--- config.mk ---
export PLATFORM = sky130hd
export DESIGN_NAME = bus_interconnect_4_flat
export DESIGN_NICKNAME = d
export VERILOG_FILES = /design/src/rtl/bus_interconnect_4_if.sv /design/src/rtl/bus_interconnect_4.sv /design/src/flat_wrapper.sv
export SDC_FILE = /design/constraint.sdc
export NUM_CORES = 1
export LEC_CHECK = 0
export ABC_AREA = 1
export ABC_CLOCK_PERIOD_IN_PS = 3600
export BUFFER_PORTS_ARGS = -buffer_cell sky130_fd_sc_hd__buf_4
export CAP_MARGIN = 30
export CORE_MARGIN = 10
export CORE_UTILIZATION = 53
export DETAILED_ROUTE_END_ITERATION = 16
export PLACE_DENSITY_LB_ADDON = 0.2
export SLEW_MARGIN = 0
export SYNTH_ARGS = -nofsm -noshare
export SYNTH_HDL_FRONTEND = slang
export SYNTH_SLANG_ARGS = --single-unit
--- constraint.sdc ---
create_clock -name clk -period 3.6 [get_ports clk]
set_input_delay 0.72 -clock clk [delete_from_list [all_inputs] [get_ports clk]]
set_output_delay 0.72 -clock clk [all_outputs]
set_load 0.02 [all_outputs]
--- src/rtl/bus_interconnect_4_if.sv ---
// Bus bundle for bus_interconnect_4: CPU request/response, shared slave
// write path, per-slave handshakes and the sticky error report.
// "slave" is the interconnect's view; "master" is the surrounding system
// (CPU plus the ROM/RAM/MMI devices) that drives requests and responses.
interface bus_interconnect_4_if #(
   parameter int RAM_AW = 14,
   parameter int ROM_AW = 17,
   parameter int MMI_AW = 3
);
   // CPU side
   logic              mem_valid;
   logic              mem_instr;
   logic [31:0]       mem_addr;
   logic [3:0]        mem_wstrb;
   logic [31:0]       mem_wdata;
   logic              mem_ready;
   logic [31:0]       mem_rdata;
   // Write path shared by RAM and MMI
   logic [3:0]        slv_wstrb;
   logic [31:0]       slv_wdata;
   // Memory-mapped I/O
   logic              mmi_valid;
   logic [MMI_AW-1:0] mmi_addr;
   logic              mmi_ready;
   logic [31:0]       mmi_rdata;
   // RAM
   logic              ram_en;
   logic [RAM_AW-1:0] ram_addr;
   logic [31:0]       ram_rdata;
   // ROM
   logic              rom_en;
   logic [ROM_AW-1:0] rom_addr;
   logic [31:0]       rom_rdata;
   // Error reporting
   logic              bus_err;
   logic [31:0]       err_addr;
   logic              err_clr;

   modport slave (
      input  mem_valid, mem_instr, mem_addr, mem_wstrb, mem_wdata,
      input  mmi_ready, mmi_rdata, ram_rdata, rom_rdata, err_clr,
      output mem_ready, mem_rdata, slv_wstrb, slv_wdata,
      output mmi_valid, mmi_addr, ram_en, ram_addr, rom_en, rom_addr,
      output bus_err, err_addr
   );

   modport master (
      output mem_valid, mem_instr, mem_addr, mem_wstrb, mem_wdata,
      output mmi_ready, mmi_rdata, ram_rdata, rom_rdata, err_clr,
      input  mem_ready, mem_rdata, slv_wstrb, slv_wdata,
      input  mmi_valid, mmi_addr, ram_en, ram_addr, rom_en, rom_addr,
      input  bus_err, err_addr
   );
endinterface

--- src/rtl/bus_interconnect_4.sv ---
// bus_interconnect_4: routes one outstanding CPU request to ROM, MMI or RAM
// by mem_addr[21:20], times fixed-latency memories and the MMI handshake,
// turns illegal accesses and MMI timeouts into an error response, and
// keeps a sticky error flag with the address of the first failing access.
module bus_interconnect_4 #(
   parameter int RAM_AW      = 14,
   parameter int ROM_AW      = 17,
   parameter int MMI_AW      = 3,
   parameter int RAM_LAT     = 1,
   parameter int ROM_LAT     = 1,
   parameter int MMI_TIMEOUT = 255
) (
   input  logic                clk,
   input  logic                reset,
   bus_interconnect_4_if.slave bus
);
   localparam logic [31:0] ERR_RDATA  = 32'hBADB_ADBA;
   localparam logic [15:0] RAM_LAT_C  = 16'(RAM_LAT);
   localparam logic [15:0] ROM_LAT_C  = 16'(ROM_LAT);
   localparam logic [15:0] MMI_TO_C   = 16'(MMI_TIMEOUT);

   typedef enum logic [1:0] {S_IDLE, S_WAIT, S_ERR, S_DONE} state_t;
   typedef enum logic [1:0] {
      R_ROM  = 2'b00,
      R_MMI  = 2'b01,
      R_RAM  = 2'b10,
      R_NONE = 2'b11
   } region_t;

   state_t      state_reg, state_next;
   region_t     region_reg, region_next;
   logic [15:0] cnt_reg, cnt_next;        // cycles elapsed since acceptance
   logic [31:0] addr_reg, addr_next;      // address of the request in flight
   logic [31:0] hold_reg;                 // last data returned to the CPU
   logic        bus_err_reg;
   logic [31:0] err_addr_reg;

   region_t     dec_region;
   logic        dec_err;
   logic        rom_en_sel;
   logic        ram_en_sel;
   logic        mmi_valid_sel;
   logic        mem_ready_sel;
   logic [31:0] rdata_sel;
   logic        err_enter;

   // Decode the live request into a region and flag illegal accesses
   always_comb begin
      dec_region = region_t'(bus.mem_addr[21:20]);
      dec_err    = 1'b0;
      case (dec_region)
         R_ROM:   dec_err = (bus.mem_wstrb != 4'h0);
         R_MMI:   dec_err = bus.mem_instr;
         R_RAM:   dec_err = 1'b0;
         default: dec_err = 1'b1;
      endcase
   end

   // Next-state and output logic; at most one slave enable is ever raised
   always_comb begin
      state_next    = state_reg;
      region_next   = region_reg;
      cnt_next      = cnt_reg;
      addr_next     = addr_reg;
      rom_en_sel    = 1'b0;
      ram_en_sel    = 1'b0;
      mmi_valid_sel = 1'b0;
      mem_ready_sel = 1'b0;
      rdata_sel     = hold_reg;

      case (state_reg)
         S_IDLE: begin
            // While reset is asserted nothing new is accepted
            if (reset && bus.mem_valid) begin
               region_next = dec_region;
               addr_next   = bus.mem_addr;
               cnt_next    = 16'd1;
               if (dec_err) begin
                  state_next = S_ERR;
               end else begin
                  case (dec_region)
                     R_ROM: begin
                        rom_en_sel = 1'b1;
                        state_next = S_WAIT;
                     end
                     R_RAM: begin
                        ram_en_sel = 1'b1;
                        state_next = S_WAIT;
                     end
                     R_MMI: begin
                        mmi_valid_sel = 1'b1;
                        if (bus.mmi_ready) begin
                           mem_ready_sel = 1'b1;
                           rdata_sel     = bus.mmi_rdata;
                           state_next    = S_DONE;
                        end else begin
                           state_next = S_WAIT;
                        end
                     end
                     default: state_next = S_ERR;
                  endcase
               end
            end
         end

         S_WAIT: begin
            cnt_next = cnt_reg + 16'd1;
            case (region_reg)
               R_ROM: begin
                  rom_en_sel = 1'b1;
                  if (cnt_reg == ROM_LAT_C) begin
                     mem_ready_sel = 1'b1;
                     rdata_sel     = bus.rom_rdata;
                     state_next    = S_DONE;
                  end
               end
               R_RAM: begin
                  ram_en_sel = 1'b1;
                  if (cnt_reg == RAM_LAT_C) begin
                     mem_ready_sel = 1'b1;
                     rdata_sel     = bus.ram_rdata;
                     state_next    = S_DONE;
                  end
               end
               R_MMI: begin
                  // After MMI_TIMEOUT cycles of silence the request is withdrawn
                  if (cnt_reg >= MMI_TO_C) begin
                     state_next = S_ERR;
                  end else begin
                     mmi_valid_sel = 1'b1;
                     if (bus.mmi_ready) begin
                        mem_ready_sel = 1'b1;
                        rdata_sel     = bus.mmi_rdata;
                        state_next    = S_DONE;
                     end
                  end
               end
               default: state_next = S_DONE;
            endcase
         end

         S_ERR: begin
            mem_ready_sel = 1'b1;
            rdata_sel     = ERR_RDATA;
            state_next    = S_DONE;
         end

         default: begin
            state_next = S_IDLE;
         end
      endcase
   end

   assign err_enter = (state_next == S_ERR) && (state_reg != S_ERR);

   // FSM, counter and request registers
   always_ff @(posedge clk) begin
      if (!reset) begin
         state_reg  <= S_IDLE;
         region_reg <= R_ROM;
         cnt_reg    <= 16'd0;
         addr_reg   <= 32'd0;
      end else begin
         state_reg  <= state_next;
         region_reg <= region_next;
         cnt_reg    <= cnt_next;
         addr_reg   <= addr_next;
      end
   end

   // Read-data hold register, refreshed on every completed transfer
   always_ff @(posedge clk) begin
      if (!reset) begin
         hold_reg <= 32'd0;
      end else if (mem_ready_sel) begin
         hold_reg <= rdata_sel;
      end
   end

   // Sticky error flag; a new error beats a simultaneous clear
   always_ff @(posedge clk) begin
      if (!reset) begin
         bus_err_reg  <= 1'b0;
         err_addr_reg <= 32'd0;
      end else if (err_enter) begin
         bus_err_reg <= 1'b1;
         if (!bus_err_reg) begin
            err_addr_reg <= addr_next;
         end
      end else if (bus.err_clr) begin
         bus_err_reg <= 1'b0;
      end
   end

   assign bus.rom_en    = rom_en_sel;
   assign bus.ram_en    = ram_en_sel;
   assign bus.mmi_valid = mmi_valid_sel;
   assign bus.mem_ready = mem_ready_sel;
   assign bus.mem_rdata = rdata_sel;
   assign bus.slv_wstrb = bus.mem_wstrb;
   assign bus.slv_wdata = bus.mem_wdata;
   assign bus.mmi_addr  = bus.mem_addr[MMI_AW+1:2];
   assign bus.ram_addr  = bus.mem_addr[RAM_AW+1:2];
   assign bus.rom_addr  = bus.mem_addr[ROM_AW+1:2];
   assign bus.bus_err   = bus_err_reg;
   assign bus.err_addr  = err_addr_reg;
endmodule

--- src/flat_wrapper.sv ---
// flat-port wrapper written by rule: the top's interface ports become plain ports
module bus_interconnect_4_flat 
#(
   parameter int RAM_AW      = 14,
   parameter int ROM_AW      = 17,
   parameter int MMI_AW      = 3,
   parameter int RAM_LAT     = 1,
   parameter int ROM_LAT     = 1,
   parameter int MMI_TIMEOUT = 255
)
  (clk, reset, bus_mem_valid, bus_mem_instr, bus_mem_addr, bus_mem_wstrb, bus_mem_wdata, bus_mmi_ready, bus_mmi_rdata, bus_ram_rdata, bus_rom_rdata, bus_err_clr, bus_mem_ready, bus_mem_rdata, bus_slv_wstrb, bus_slv_wdata, bus_mmi_valid, bus_mmi_addr, bus_ram_en, bus_ram_addr, bus_rom_en, bus_rom_addr, bus_bus_err, bus_err_addr);
  bus_interconnect_4_if #(.RAM_AW(RAM_AW), .ROM_AW(ROM_AW), .MMI_AW(MMI_AW)) bus_i ();
  input  logic clk;
  input  logic reset;
  input wire logic [$bits(bus_i.mem_valid)-1:0] bus_mem_valid;
  input wire logic [$bits(bus_i.mem_instr)-1:0] bus_mem_instr;
  input wire logic [$bits(bus_i.mem_addr)-1:0] bus_mem_addr;
  input wire logic [$bits(bus_i.mem_wstrb)-1:0] bus_mem_wstrb;
  input wire logic [$bits(bus_i.mem_wdata)-1:0] bus_mem_wdata;
  input wire logic [$bits(bus_i.mmi_ready)-1:0] bus_mmi_ready;
  input wire logic [$bits(bus_i.mmi_rdata)-1:0] bus_mmi_rdata;
  input wire logic [$bits(bus_i.ram_rdata)-1:0] bus_ram_rdata;
  input wire logic [$bits(bus_i.rom_rdata)-1:0] bus_rom_rdata;
  input wire logic [$bits(bus_i.err_clr)-1:0] bus_err_clr;
  output wire logic [$bits(bus_i.mem_ready)-1:0] bus_mem_ready;
  output wire logic [$bits(bus_i.mem_rdata)-1:0] bus_mem_rdata;
  output wire logic [$bits(bus_i.slv_wstrb)-1:0] bus_slv_wstrb;
  output wire logic [$bits(bus_i.slv_wdata)-1:0] bus_slv_wdata;
  output wire logic [$bits(bus_i.mmi_valid)-1:0] bus_mmi_valid;
  output wire logic [$bits(bus_i.mmi_addr)-1:0] bus_mmi_addr;
  output wire logic [$bits(bus_i.ram_en)-1:0] bus_ram_en;
  output wire logic [$bits(bus_i.ram_addr)-1:0] bus_ram_addr;
  output wire logic [$bits(bus_i.rom_en)-1:0] bus_rom_en;
  output wire logic [$bits(bus_i.rom_addr)-1:0] bus_rom_addr;
  output wire logic [$bits(bus_i.bus_err)-1:0] bus_bus_err;
  output wire logic [$bits(bus_i.err_addr)-1:0] bus_err_addr;
  assign bus_i.mem_valid = bus_mem_valid;
  assign bus_i.mem_instr = bus_mem_instr;
  assign bus_i.mem_addr = bus_mem_addr;
  assign bus_i.mem_wstrb = bus_mem_wstrb;
  assign bus_i.mem_wdata = bus_mem_wdata;
  assign bus_i.mmi_ready = bus_mmi_ready;
  assign bus_i.mmi_rdata = bus_mmi_rdata;
  assign bus_i.ram_rdata = bus_ram_rdata;
  assign bus_i.rom_rdata = bus_rom_rdata;
  assign bus_i.err_clr = bus_err_clr;
  assign bus_mem_ready = bus_i.mem_ready;
  assign bus_mem_rdata = bus_i.mem_rdata;
  assign bus_slv_wstrb = bus_i.slv_wstrb;
  assign bus_slv_wdata = bus_i.slv_wdata;
  assign bus_mmi_valid = bus_i.mmi_valid;
  assign bus_mmi_addr = bus_i.mmi_addr;
  assign bus_ram_en = bus_i.ram_en;
  assign bus_ram_addr = bus_i.ram_addr;
  assign bus_rom_en = bus_i.rom_en;
  assign bus_rom_addr = bus_i.rom_addr;
  assign bus_bus_err = bus_i.bus_err;
  assign bus_err_addr = bus_i.err_addr;
  bus_interconnect_4 #(.RAM_AW(RAM_AW), .ROM_AW(ROM_AW), .MMI_AW(MMI_AW), .RAM_LAT(RAM_LAT), .ROM_LAT(ROM_LAT), .MMI_TIMEOUT(MMI_TIMEOUT)) u_core (.clk(clk), .reset(reset), .bus(bus_i));
endmodule
==> impl_metrics.yaml <==
timing:
  max_slew_margin_pct: 50.5
  fmax_mhz: 293
  tightest_slew_ns: 0.743
  setup_viol: 0
  rsz0062_at_grt: "true"
  fin_skew_ns: 0.00556
  fin_crit_ns: 3.41
  final-max-slew-violation-count: 0
  setup_ws_ns: 0.186
  hold_viol: 0
  finalCritPeriodShare_pct: 94.8
global_route:
  grt_usage_pct: 24.3
  grt_pass1_wl_mm: 39.0
  grt_start_max_net_pins: 51
  antenna_found_initial: 0
  grt_pass1_vias: 7818
  overflow: 0
detailed_routing:
  first_iter_violations: 625
  wl_met3_mm: 2.39
  totalWireLength_mm: 24.6
  drt-pass1-iter-count: 5
  met1_length_mm: 10.1
  top_layer: "met4"
  num_vias: 8046
  antenna_left: 0
  met2_length_mm: 11.4
  drc: 0
  wire_per_inst_um: 16.2
  viasPerCell: 5.31
place:
  dpl.cell_count: 1485
  post-dp-hpwl_mm: 17.7
  dp_slack_ns: 0.470
  gp_congestion: 0.912
  portBuffers: 244
flow_run:
  cap_violations: 0
yosys:
  ys_types: 44
  syn_nets: 1343
  synth_warnings: 0
  synth_area_per_cell_um2: 6.35
  synth_xor_area_share_pct: 0
  synth_top_family_by_area: "simple AND/OR/NAND/NOR gates"
  yosysMostFrequentCell: "nand2_1"
  synthTopCellsByCount: "304 x nand2_1, 131 x inv_1, 127 x nor2_1, 117 x dfxtp_1, 90 x nand3_1"
  synth_simple_gate_area_share_pct: 34.2
  async_flop_share_pct: 0
  yosys-mux-area-fraction_pct: 4.04
  netlist_area_mm2: 0.00743
  synth-compound-area-share_pct: 11.7
  seq_area_frac_synth_pct: 31.5
  synthCells: 1171
  ys.flop_type: "dfxtp_1"
  synth_top_area_share_pct: 31.5
  yosys.area.top_type: "dfxtp_1"
  synthTopCellsByArea: "dfxtp_1 32%, nand2_1 15%, buf_4 7.6%"
  synth_adder_area_share_pct: 0.337
  synth-seq-cells: 117
  synth-edff-count: 0
die:
  die_x_um: 138
  die_h_um: 138
  num_rows: 43
  start_util_pct: 53.8
  dieArea_mm2: 0.0192
  io_pins: 309
  core_area_mm2: 0.0138
pwr:
  p_leak_nw: 4.73
  totalPowerFinal_mw: 4.75
  p_per_area_mw_per_mm2: 502
  ir_drop_mv: 0.336
finish:
  drive_above_1_share_pct: 25.3
  num-fill-cells: 1231
  area_delta_synth_final_pct: 27.4
  utilization_pct: 68.5
  fin_cells: 1515
  antenna-diode-count: 0
  final_nets: 1496
cts:
  cts_made_buffers: 17
  postCtsHoldBufs: 0
  cts_sinks: 117
  postCtsSetupRepairBufs: 0
  cts_tree: "built"
  worstSkewPairLatency_ns: 0.42
  root_buffer: "clkbuf_16"
  post_cts_resized: 0
  htree_levels: 4
  cts.clk_slew.worst_paths_ns: 0.06
  cts_buffer_depth: 2
worst_setup_path:
  crit_buf_inv: 2
  cpMostUsedCell: "nand2_1"
  crit_required_ns: 2.88
  crit_slowest_cell: "dfxtp_1"
  worstSetupStartpointType: "register"
  criticalPathCategory: "reg2out"
  end_kind: "output pin"
  crit_chain: "ha_1 > nand2_1 > nor2_2 > nand2_1 > nand2_4 > nand2_1 > nand2_2 > nand2_2 > inv_2 > nor2_1 > o21ai_1 > buf_4"
  slowest_delay_ns: 0.40
  worstPathMaxFanout: 15
  path_delay_family: "simple AND/OR/NAND/NOR gates"
  cp.arrival_ns: 2.69
status:
  status: "complete, no violations"
worst_hold_path:
  min_path_type: "reg2reg"
final timing paths:
| check | from | to | slack (ns) | cells after the start |
|---|---|---|---|---|
| worst min-delay path | u_core.cnt_reg[13]$_SDFFE_PN0P_ | u_core.cnt_reg[13]$_SDFFE_PN0P_ | 0.49 | 2 |
| worst max-delay path | u_core.cnt_reg[0]$_SDFFE_PN0P_ | bus_mem_rdata[18] | 0.19 | 12 |
| worst max register to register | u_core.state_reg[0]$_SDFF_PN0_ | u_core.bus.err_addr[8]$_SDFFE_PN0P_ | 0.74 | 11 |
| worst min register to register | u_core.cnt_reg[13]$_SDFFE_PN0P_ | u_core.cnt_reg[13]$_SDFFE_PN0P_ | 0.49 | 2 |
report_power, final:
part	internal (mW)	total [mW]	switching, mW
Clock	1.10	1.73	0.636
Combinational	0.579	1.54	0.956
Sequential	1.42	1.48	0.0682
Total	3.09	4.75	1.66
through the flow:
| step | hold slack, ns | TNS (ns) | instance area (um2) |
|---|---|---|---|
| after detailed placement | 0.473 | 0 | 8870 |
| after floorplan | 0.456 | 0 | 7430 |
| after global placement | 0.468 | 0 | 8870 |
| after CTS | 0.481 | 0 | 9470 |
| after global routing | 0.509 | -0.00427 | 9470 |
| final | 0.487 | 0 | 9470 |
worst reg2reg max path: stages, from the launching register on:
cell and delay (ns):
dfxtp_1 0.62, inv_2 0.16, nand2_1 0.14, nor2_4 0.04, buf_4 0.31, nand4_1 0.21
nand2_1 0.12, a21oi_4 0.14, nand3_2 0.57, nand2_1 0.34, inv_2 0.05, nor2_1 0.09
cell type report:
class | count | area (um2) | share of cell area, %
inverter | 150 | 563 | 5.94
sequential | 117 | 2340 | 24.7
multi-input combinational | 775 | 3750 | 39.6
timing repair buffer | 263 | 2000 | 21.1
clock buffer | 18 | 439 | 4.64
tap | 180 | 225 | 2.38
clock inverter | 12 | 156 | 1.65
metal layers:
metal  track usage (%)  vias to the layer above
met4              9.88                        0
met5                 0                        -
met1              28.0                     3656
li1                  -                     3978
met2              40.3                      365
met3              8.53                       47
cell families (layout without fill, tap and decap cells):
group / after synthesis / in the layout
AO/OA/AOI/OAI: 152 / 152
adder cells (fa/ha/maj): 2 / 2
buffers and inverters: 279 / 443
flip-flops: 117 / 117
multiplexers: 30 / 30
AND/OR/NAND/NOR: 591 / 591
cells in the final DEF (no fill, tap or decap), types with 2 or more instances in the layout:
cell type and count:
nand2_1 303, buf_4 261, inv_1 131, nor2_1 125, dfxtp_1 117, nand3_1 90
a21oi_1 60, o21ai_0 55, nand4_1 36, mux2i_1 30, inv_2 17, clkbuf_16 17
nor2_2 8, a22oi_1 5, nor4_1 5, nor3_1 5, o22ai_1 5, nand2_2 5
o21ai_1 4, clkinvlp_4 4, a22o_1 3, or2_2 3, nand3_2 3, and2_1 3
o211ai_1 3, bufinv_16 3, a31oi_1 2, clkinv_1 2, o21a_1 2, a221oi_1 2
o311a_1 2, nand2_4 2, ha_1 2, clkinv_2 2, clkinv_4 2, buf_12 2
(Power assumes the default switching activity.)
